==> config.mk <==
export PLATFORM = sky130hd
export DESIGN_NAME = uart_frame_rx
export DESIGN_NICKNAME = d
export VERILOG_FILES = /design/src/rtl/uart_frame_rx.sv
export SDC_FILE = /design/constraint.sdc
export NUM_CORES = 1
export LEC_CHECK = 0
export ABC_AREA = 1
export CAP_MARGIN = 30
export CORE_MARGIN = 5
export CORE_UTILIZATION = 40
export DETAILED_ROUTE_END_ITERATION = 10
export GPL_TIMING_DRIVEN = 0
export PLACE_DENSITY_LB_ADDON = 0.12
export REMOVE_ABC_BUFFERS = 1
export SYNTH_ARGS = -nofsm -noshare
export SYNTH_HDL_FRONTEND = slang
export SYNTH_SLANG_ARGS = --single-unit
==> constraint.sdc <==
create_clock -name clk -period 3.1 [get_ports clk]
set_input_delay 0.775 -clock clk [delete_from_list [all_inputs] [get_ports clk]]
set_output_delay 0.775 -clock clk [all_outputs]
set_load 0.05 [all_outputs]
==> src/rtl/uart_frame_rx.sv <==
// Framed command receiver: parses SOF/LEN/payload/CHK bytes from the uart RX FIFO,
// holds good payloads for a local consumer and answers ACK/NAK through the TX FIFO.
module uart_frame_rx #(
    parameter int unsigned DBITS   = 8,
    parameter int unsigned MAX_LEN = 16,
    parameter int unsigned TIMEOUT = 200000,
    parameter logic [7:0]  SOF     = 8'h7E,
    parameter logic [7:0]  ACK     = 8'h06,
    parameter logic [7:0]  NAK     = 8'h15,
    localparam int unsigned AW     = (MAX_LEN > 1) ? $clog2(MAX_LEN) : 1
) (
    input  logic             clk,
    input  logic             reset,
    input  logic             rx_empty,
    input  logic [DBITS-1:0] r_data,
    output logic             rd_uart,
    input  logic             tx_full,
    output logic             wr_uart,
    output logic [DBITS-1:0] w_data,
    output logic             pkt_valid,
    output logic [7:0]       pkt_len,
    input  logic [AW-1:0]    pkt_rd_addr,
    output logic [DBITS-1:0] pkt_rd_data,
    input  logic             pkt_ack,
    output logic             err_chk,
    output logic             err_len,
    output logic             err_timeout,
    output logic [15:0]      pkt_count
);
    localparam int unsigned TW = (TIMEOUT > 1) ? $clog2(TIMEOUT) : 1;
    localparam logic [TW-1:0] TMO_LAST = TW'(TIMEOUT - 1);

    localparam logic [2:0] StHunt = 3'd0;
    localparam logic [2:0] StLen  = 3'd1;
    localparam logic [2:0] StData = 3'd2;
    localparam logic [2:0] StChk  = 3'd3;
    localparam logic [2:0] StSend = 3'd4;
    localparam logic [2:0] StHold = 3'd5;

    logic [2:0]       state_q, state_d;
    logic [7:0]       len_q, len_d;
    logic [7:0]       idx_q, idx_d;
    logic [DBITS-1:0] chk_q, chk_d;
    logic [DBITS-1:0] pend_q, pend_d;
    logic             good_q, good_d;
    logic [TW-1:0]    tmo_q, tmo_d;
    logic [15:0]      count_q, count_d;
    logic             err_chk_q, err_chk_d;
    logic             err_len_q, err_len_d;
    logic             err_tmo_q, err_tmo_d;
    logic             pay_we;
    logic             parsing;
    logic             pop;
    logic [DBITS-1:0] pay_q [MAX_LEN];

    // Timeout only runs once a frame has started (SOF seen).
    assign parsing = (state_q == StLen) || (state_q == StData) || (state_q == StChk);
    assign rd_uart = ~reset & ~rx_empty & (parsing || (state_q == StHunt));
    assign pop     = rd_uart;
    assign wr_uart = ~reset & (state_q == StSend) & ~tx_full;
    assign w_data  = wr_uart ? pend_q : '0;

    // Valid rises together with the ACK push, then stays up through HOLD.
    assign pkt_valid   = (state_q == StHold) || ((state_q == StSend) && good_q && ~tx_full);
    assign pkt_len     = pkt_valid ? len_q : 8'd0;
    assign pkt_rd_data = (pkt_valid && (32'(pkt_rd_addr) < MAX_LEN)) ? pay_q[pkt_rd_addr] : '0;
    assign pkt_count   = count_q;
    assign err_chk     = err_chk_q;
    assign err_len     = err_len_q;
    assign err_timeout = err_tmo_q;

    always_comb begin
        state_d   = state_q;
        len_d     = len_q;
        idx_d     = idx_q;
        chk_d     = chk_q;
        pend_d    = pend_q;
        good_d    = good_q;
        count_d   = count_q;
        err_chk_d = 1'b0;
        err_len_d = 1'b0;
        err_tmo_d = 1'b0;
        pay_we    = 1'b0;
        tmo_d     = (parsing && !pop) ? tmo_q + TW'(1) : '0;

        case (state_q)
            StHunt: begin
                if (pop && (r_data == DBITS'(SOF))) state_d = StLen;
            end
            StLen: begin
                if (pop) begin
                    if ((r_data == '0) || (32'(r_data) > MAX_LEN)) begin
                        err_len_d = 1'b1;
                        pend_d    = DBITS'(NAK);
                        good_d    = 1'b0;
                        state_d   = StSend;
                    end else begin
                        len_d   = 8'(r_data);
                        chk_d   = r_data;
                        idx_d   = 8'd0;
                        state_d = StData;
                    end
                end
            end
            StData: begin
                if (pop) begin
                    pay_we = 1'b1;
                    chk_d  = chk_q ^ r_data;
                    idx_d  = idx_q + 8'd1;
                    if (idx_q == len_q - 8'd1) state_d = StChk;
                end
            end
            StChk: begin
                if (pop) begin
                    if (r_data == chk_q) begin
                        pend_d = DBITS'(ACK);
                        good_d = 1'b1;
                    end else begin
                        pend_d    = DBITS'(NAK);
                        good_d    = 1'b0;
                        err_chk_d = 1'b1;
                    end
                    state_d = StSend;
                end
            end
            StSend: begin
                if (!tx_full) begin
                    state_d = good_q ? StHold : StHunt;
                    if (good_q) count_d = count_q + 16'd1;
                end
            end
            StHold: begin
                if (pkt_ack) state_d = StHunt;
            end
            default: state_d = StHunt;
        endcase

        // A pop on the terminal count keeps the frame alive.
        if (parsing && !pop && (tmo_q == TMO_LAST)) begin
            err_tmo_d = 1'b1;
            state_d   = StHunt;
        end
    end

    always_ff @(posedge clk or posedge reset) begin
        if (reset) begin
            state_q   <= StHunt;
            len_q     <= '0;
            idx_q     <= '0;
            chk_q     <= '0;
            pend_q    <= '0;
            good_q    <= 1'b0;
            tmo_q     <= '0;
            count_q   <= '0;
            err_chk_q <= 1'b0;
            err_len_q <= 1'b0;
            err_tmo_q <= 1'b0;
        end else begin
            state_q   <= state_d;
            len_q     <= len_d;
            idx_q     <= idx_d;
            chk_q     <= chk_d;
            pend_q    <= pend_d;
            good_q    <= good_d;
            tmo_q     <= tmo_d;
            count_q   <= count_d;
            err_chk_q <= err_chk_d;
            err_len_q <= err_len_d;
            err_tmo_q <= err_tmo_d;
        end
    end

    always_ff @(posedge clk) begin
        if (pay_we) pay_q[idx_q[AW-1:0]] <= r_data;
    end

endmodule

==> run metrics <==
worst-path fanout max 8; synth top area cells edfxtp_1 43%, dfrtp_1 19%, nand2_1 8.6%; worst skew pair latency 0.44 ns; Max IR drop VDD 0.380 mV; synthesized area 8970 um^2; Nets 956; status finished, final reports clean; DIE AREA 25500 um^2; H-tree Lvls 4; share of post-route cells with drive strength above 1 13.9%; crit path capture type primary output; Peak Freq 331 MHz; combinational family with the most area after synthesis simple AND/OR/NAND/NOR gates; number of remaining DRC errors 0; Synth Area in XOR/XNOR 2.54%; cts bufs inserted 17; placed inst area 9850 um^2; worst min path class reg -> reg; Clock Path Buffers 2; RePlAce Congestion 0.779; port bufs 58; Startpoint Class primary input; GRT Overall Usage 17.1%; clock skew 0.0106 ns; DR pass1 iterations 5; RSZ-0062 raised after global routing true; post-route ant nets 0; FP Rows 54; number of clock sinks 195; largest net degree at the start of global routing 49; clk root buf clkbuf_16; Cells after Synth 873; Ant. Diodes 0; worst slew pin tran 0.918 ns; Fin. Hold Viols 0; floorplan core area 22000 um^2; Vias 6378; Leak Pwr 4.22 nW; Adder-Cell Fraction of Synth Area 0.976%; Clk pin slew, worst setup/hold paths 0.07 ns; max-slew violation count 0; crit path DAT 2.25 ns; area grow syn2layout 18.4%; initial core utilization 40.9%; post-synth top area share 42.8%; Relative slew margins 38.8%; initial antenna violation count 0; first-pass GRT wire length 34800 um; post-synth cell types 51; Synth Area in Simple Gates 18.9%; CTS tree done; Routed WL 21500 um; Synth Area in Compound Gates 10.8%; Util after Layout 48.4%; Crit Path Category in -> out; Die Span X 160 um; YS warnings 0; Seq/Total Area, Yosys 61.5%; drt wl/cell 17.6 um; DIE HEIGHT 160 um; post-synth top area cell edfxtp_1; #FFs+latches synth 195; final hold slack 0.460 ns; WP data required 2.32 ns; grt total ovfl 0; max-cap violations 0; Syn Area/Cell 10.3 um^2; DRT iter0 DRCs 465; Top Ports 63; Final Instance Area 10600 um^2; vias per cell 5.21; hpwl dp 13800 um; # setup viols final 0; vias in the first global route 6287; mux contribution to synthesized area 0%; fin crit period 3.02 ns; Tcrit/Tclk final 97.4%; PD cells 628 nW/um^2
-- report_power, final --
group | switching (W) | leakage, nW | internal (W)
registers | 0.000152 | 2.00 | 0.00292
logic | 0.000959 | 1.93 | 0.000444
clock network | 0.00103 | 0.289 | 0.00116
-- routing by layer --
metal | up-vias | global-route usage (%) | part of all wire (%)
met3 | 18 | 3.07 | 3.8
met4 | 0 | 4.50 | 0.99
met2 | 124 | 27.2 | 46
met5 | - | 0 | 0
li1 | 3135 | - | -
met1 | 3101 | 24.4 | 49
-- kinds of logic after synthesis --
| logic type | Yosys count |
|---|---|
| DFF | 195 |
| and+or+nand+nor | 378 |
| adders and majority gates | 7 |
| xor gates and xnor gates | 26 |
| other | 1 |
| AOI/OAI and AO/OA | 155 |
| buffers and inverters | 111 |
-- cell usage in the layout (no fill, tap or decap), drive strengths merged, types with 9 or more instances in the layout --
cell           instances
nand2                211
edfxtp               128
nor2                  86
inv                   80
dfrtp                 67
a21oi                 65
o21ai                 39
buf                   34
nand3                 30
clkdlybuf4s50         22
nor3                  22
clkbuf                22
xor2                  15
nand4                 13
a221oi                13
a32o                  11
xnor2                 11
o211ai                 9
a22oi                  9
-- final cells by class --
type | count | area, um^2
repair buffers | 73 | 764
well taps | 280 | 350
inverters | 74 | 310
flip-flops and latches | 195 | 5520
clock buffers | 19 | 443
multi-input cells | 570 | 3080
repair inverters | 1 | 11.3
clock inverters | 13 | 144
fillers | 2035 | 11300
-- cells in the mapped netlist, drive strengths merged --
cell    instances
a211oi          1
a21oi          65
a221oi         13
a22oi           9
a31oi           3
a32o           11
and2            1
and3            1
buf            18
clkbuf         19
conb            1
dfrtp          67
edfxtp        128
ha              7
inv            74
nand2         211
nand3          30
nand3b          1
nand4          13
nor2           86
nor3           22
nor3b           3
nor4            8
nor4b           1
o211ai          9
o21ai          39
o22ai           1
o31ai           3
o32ai           1
or2             1
xnor2          11
xor2           15
-- critical path, cell delays in order --
cell and delay [ns]:
clkbuf_4 0.20, buf_16 0.17, buf_4 0.19, a21oi_1 0.06
a221oi_1 0.41, nor3_1 0.08, nor2_1 0.13, buf_4 0.20
-- metrics by stage --
stage | TNS [ns] | setup WS [ns] | std cells | power [W]
2_1_floorplan | -3.65 | -1.05 | 839 | 0.00403
3_3_place_gp | -183.85 | -3.77 | 1177 | 0.00447
3_5_place_dp | -109.70 | -1.80 | 1183 | 0.00449
4_1_cts | 0 | 0.00901 | 1221 | 0.00671
5_1_grt | -1.37 | -0.0756 | 1225 | 0.00701
6_report | 0 | 0.0793 | 1225 | 0.00667
-- state kept, by name (all words and copies together), names as in the netlist --
| register | count |
|---|---|
| pkt_count | 16 |
| idx_q | 8 |
| pay_q | 128 |
| tmo_q | 18 |
| chk_q | 8 |
| err_chk | 1 |
| err_len | 1 |
| pend_q | 3 |
| state_q | 3 |
| err_timeout | 1 |
| len_q | 8 |
-- path summary, 6_finish.rpt --
check	from	to	slack (ns)	depth (start not counted)
worst max-delay path	pkt_rd_addr[1]	pkt_rd_data[1]	0.08	8
worst min-delay path	pend_q[2]	pend_q[2]	0.46	2
worst max register to register	state_q[2]	pay_q[6][2]	0.26	5
worst min register to register	pend_q[2]	pend_q[2]	0.46	2
max in group asynchronous	reset	chk_q[2]	1.76	3
min in group asynchronous	reset	pkt_count[1]	0.79	2
-- timing repair --
item	CTS	global route
pin swaps	1	2
buffers inserted	5	3
endpoints found under the hold margin	0	0
hold buffers	0	0
cloned	1	1
setup endpoints to repair	155	56
resized for setup	159	22
No activity file was read; power rests on OpenSTA's default activity.
